$ cat config.mk
export PLATFORM = sky130hd
export DESIGN_NAME = axis_beat_serializer
export DESIGN_NICKNAME = d
export VERILOG_FILES = /design/src/rtl/axis_beat_serializer.sv
export SDC_FILE = /design/constraint.sdc
export NUM_CORES = 1
export LEC_CHECK = 0
export CORE_UTILIZATION = 40
export CTS_CLUSTER_SIZE = 25
export DETAILED_ROUTE_END_ITERATION = 12
export GPL_TIMING_DRIVEN = 0
export PLACE_DENSITY = 0.76
export SETUP_SLACK_MARGIN = 0.2
export SLEW_MARGIN = 20
export SYNTH_ARGS = -nofsm -noshare
export SYNTH_HDL_FRONTEND = slang
export SYNTH_SLANG_ARGS = --single-unit
export TNS_END_PERCENT = 30
$ cat constraint.sdc
create_clock -name aclk -period 3.8 [get_ports aclk]
set_input_delay 0.57 -clock aclk [delete_from_list [all_inputs] [get_ports aclk]]
set_output_delay 0.57 -clock aclk [all_outputs]
set_load 0.01 [all_outputs]
$ cat src/rtl/axis_beat_serializer.sv
// AXI-Stream downsizer: splits wide multi-lane beats into one word per master beat,
// skipping lanes whose keep bit is clear and carrying TLAST onto the final kept word.
module axis_beat_serializer #(
    parameter int unsigned WORD_WIDTH = 16,
    parameter int unsigned BUS_WIDTH  = 64,
    localparam int unsigned WORDS_PER_BEAT = BUS_WIDTH / WORD_WIDTH
) (
    input  logic                      aclk,
    input  logic                      aresetn,
    output logic                      s_ready,
    input  logic                      s_valid,
    input  logic                      s_last,
    input  logic [BUS_WIDTH-1:0]      s_data,
    input  logic [WORDS_PER_BEAT-1:0] s_keep,
    input  logic                      m_ready,
    output logic                      m_valid,
    output logic                      m_last,
    output logic [WORD_WIDTH-1:0]     m_data,
    output logic                      drop_last
);

    localparam int unsigned LaneW = (WORDS_PER_BEAT > 1) ? $clog2(WORDS_PER_BEAT) : 1;
    localparam logic [WORDS_PER_BEAT-1:0] RemOne = WORDS_PER_BEAT'(1);

    typedef logic [WORDS_PER_BEAT-1:0][WORD_WIDTH-1:0] lanes_t;

    lanes_t                    buf_data_q, buf_data_d;
    logic                      buf_last_q, buf_last_d;
    logic [WORDS_PER_BEAT-1:0] rem_q, rem_d;
    logic                      drop_last_q, drop_last_d;
    logic [LaneW-1:0]          cur;
    logic                      rem_one;
    logic                      s_hs;
    logic                      m_hs;

    // Priority encoder: lowest pending lane is emitted first.
    always_comb begin
        cur = '0;
        for (int i = int'(WORDS_PER_BEAT) - 1; i >= 0; i--) begin
            if (rem_q[i]) begin
                cur = LaneW'(i);
            end
        end
    end

    assign rem_one   = (rem_q != '0) && ((rem_q & (rem_q - RemOne)) == '0);
    assign m_valid   = (rem_q != '0);
    assign m_data    = buf_data_q[cur];
    assign m_last    = buf_last_q & rem_one;
    // Accept a new beat on the same edge the final pending word leaves.
    assign s_ready   = aresetn & (~m_valid | (m_ready & rem_one));
    assign drop_last = drop_last_q;
    assign s_hs      = s_valid & s_ready;
    assign m_hs      = m_valid & m_ready;

    always_comb begin
        rem_d       = rem_q;
        buf_data_d  = buf_data_q;
        buf_last_d  = buf_last_q;
        drop_last_d = 1'b0;
        if (m_hs) begin
            rem_d[cur] = 1'b0;
        end
        // A new beat overrides the clear of the last pending lane.
        if (s_hs) begin
            rem_d       = s_keep;
            buf_data_d  = s_data;
            buf_last_d  = s_last;
            drop_last_d = s_last & (s_keep == '0);
        end
    end

    always_ff @(posedge aclk or negedge aresetn) begin
        if (!aresetn) begin
            rem_q       <= '0;
            buf_data_q  <= '0;
            buf_last_q  <= 1'b0;
            drop_last_q <= 1'b0;
        end else begin
            rem_q       <= rem_d;
            buf_data_q  <= buf_data_d;
            buf_last_q  <= buf_last_d;
            drop_last_q <= drop_last_d;
        end
    end

endmodule

==> results_dict.tcl <==
set metrics [dict create \
    vias 2440 \
    overflow 0 \
    synth-seq-area-share_pct 53.9 \
    hpwl_um 5760 \
    clock_power_share_pct 17.4 \
    crit_buf_inv 4 \
    critPathLaunchType "flop" \
    crit_chain "buf_4 > nor2b_1 > clkbuf_1 > buf_2 > a221oi_1 > o31ai_1 > clkdlybuf4s50_1" \
    period_share_pct 84.7 \
    setup_viol 0 \
    dieArea_um2 8490 \
    layout-drive-gt1-share_pct 25.5 \
    ctsHoldBuffers 0 \
    initial_utilization_pct 41.6 \
    drtAntennaViolNets 0 \
    cts_root_buf "clkbuf_8" \
    final-hold-violation-count 0 \
    grt_max_degree 51 \
    worst_pin_slew_ns 0.527 \
    final_nets 429 \
    syn_nets 325 \
    fmax_mhz 311 \
    cpMaxStageDelayCell "clkdlybuf4s50_1" \
    synthesis.area_um2 3250 \
    clock_path_buffers 2 \
    track_usage_pct 20.0 \
    rsz0062_at_grt "false" \
    cts_tree "done" \
    fin_crit_ns 3.22 \
    drt_wl_total_um 7890 \
    startpoint "rem_q[2]" \
    place_inst 447 \
    io_pins 93 \
    synth.distinct_cells 30 \
    p_leak_nw 1.84 \
    r2r_cells 6 \
    ys.warnings.count 0 \
    h-tree-depth 3 \
    maxCapViolations 0 \
    report.final.slew_viol_count 0 \
    core_um2 7810 \
    clk_pin_slew_ns 0.08 \
    cts_resized 0 \
    ys_ff_latch 70 \
    multi_input_area_um2 1350 \
    drt_iter0_drc 79 \
    die_w_um 92.1 \
    n_antenna_cell 0 \
    status "completed" \
    path_depth 7 \
    drc 0 \
    arrival_ns 2.65 \
    timing.hold.ws_ns 0.117 \
    grt_pass1_vias 2481 \
    die_h_um 92.1 \
    p_int_mw 2.49 \
    syn_to_final_growth_pct 39.6 \
    rr_startpoint "rem_q[0]" \
    reg2reg_to "buf_data_q[5]" \
    min-delay-path-class "in2async" \
    fp-row-count 32 \
    clkSinkCount 70 \
    numCtsBuffers 9 \
    peakVddDrop_v 0.000422 \
    io_buffer_count 92 \
    finalSetupTns_ns 0 \
    fillCellCount 655 \
    clkLatencyLatePin_ns 0.35 \
    routedWlPerCell_um 17.0 \
    critPathRequiredTime_ns 3.23 \
    switchingPower_mw 1.24 \
    ff_latch_area_um2 1750 \
    crit_family "buffers and inverters" \
    first_pass_iters 4 \
    synth_cells 252 \
    seqPwrFrac_pct 35.0 \
    crit_path_end "m_data[13]" \
    powerDensity_nw_per_um2 822 \
    antenna_found_initial 0 \
    power.total_mw 3.73 \
    cpPeakStageDelay_ns 0.63 \
    postCtsSetupBuffers 0 \
    finalNonFillerCells 463 \
    syn_avg_cell_area_um2 12.9 \
    worstSetupPathType "reg2out" \
    vias_per_cell 5.27 \
    r2r_slack_ns 1.92 \
    crit_fanout 10 \
    clock_skew_ns 0.0110 \
    sw_frac_of_total_pct 33.3 \
    grt_pass1_wl_um 12600 \
    slew_headroom_pct 64.9 \
    p_comb_share_pct 47.6 \
    end_kind "primary output" \
    gp_congestion 0.817 \
]
[layout make-up]
cell class	count	share of cell area (%)
plain buffers	22	3.23
clock buffers	10	2.81
clock inverters	6	1.90
inverters	1	0.0827
multi-input cells	159	29.7
flip-flops and latches	70	38.6
well taps	102	2.81
repair buffers	93	20.8
[through the flow]
step,setup WS [ns],util [%],instance area [um2]
after floorplan,1.79,-,3250
after global placement,-1.18,55.0,4300
after detailed placement,0.945,55.4,4320
after CTS,0.530,58.1,4540
after global routing,0.396,58.1,4540
final,0.581,58.1,4540
[kinds of logic (layout without fill, tap and decap cells)]
family / Yosys count / count (layout) / synth area share, %
AOI/OAI and AO/OA: 46 / 46 / 11.4
buffers and inverters: 23 / 132 / 4.62
muxes: 65 / 65 / 22.5
xor gates and xnor gates: 1 / 1 / 0.270
DFF: 70 / 70 / 53.9
and+or+nand+nor: 47 / 47 / 7.32
[how the worst min path moves through the flow]
stage                                 to  slack [ns]  depth (start not counted)
after floorplan            buf_data_q[0]        0.27                          0
after global placement    buf_data_q[34]        0.47                          1
after detailed placement  buf_data_q[34]        0.48                          1
after CTS                 buf_data_q[41]        0.11                          1
after global routing      buf_data_q[40]        0.12                          1
final                     buf_data_q[41]        0.12                          1
[power groups by stage]
stage	sequential [mW]	clock, mW	combinational, mW
after floorplan	1.26	0	1.09
after global placement	1.30	0	1.75
after detailed placement	1.32	0	1.79
after CTS	1.31	0.664	1.80
after global routing	1.36	0.699	1.92
final	1.30	0.650	1.77
[per-layer routing]
| layer | global-route usage (%) | part of all wire (%) | vias to the layer above |
|---|---|---|---|
| met5 | 0 | 0 | - |
| met4 | 5.08 | 1.5 | 0 |
| met3 | 8.46 | 8.6 | 15 |
| met2 | 32.2 | 47 | 94 |
| met1 | 24.7 | 43 | 1202 |
| li1 | - | - | 1129 |
[cells in the mapped netlist (all sizes together)]
cell type   n  area (um2)
dfrtp      70        1750
mux2       65         732
nand2      20        75.1
nor2b      17         106
a221oi     16         140
o31ai      16         120
buf        11         104
clkbuf     11        42.5
o21ai       6        41.3
a21bo       2        20.0
a22o        2        17.5
nor2        2        7.51
nor3        2        10.0
a2111oi     1        8.76
a211o       1        8.76
a21oi       1        5.00
and2        1        6.26
and3        1        6.26
inv         1        3.75
nand3       1        5.00
nand4b      1        8.76
nor4        1        6.26
o21a        1        7.51
or2         1        6.26
xor2        1        8.76
[cells in the final DEF, fill, tap and decap left out, types with 2 or more instances in the layout]
cell type and n:
a21bo_2 2, a221oi_1 16, a22o_1 2, buf_2 2
buf_4 3, buf_6 7, bufinv_16 2, clkbuf_1 11
clkbuf_8 9, clkdlybuf4s50_1 91, clkinv_2 2, dfrtp_1 70
mux2_1 6, mux2_2 59, nand2_1 20, nor2_1 2
nor2b_1 17, nor3_1 2, o21ai_0 5, o31ai_1 16
[sequential cells by signal, summed over array words and instances (netlist names)]
register    cells
buf_data_q     64
drop_last       1
buf_last_q      1
rem_q           4
(Power assumes the default switching activity.)
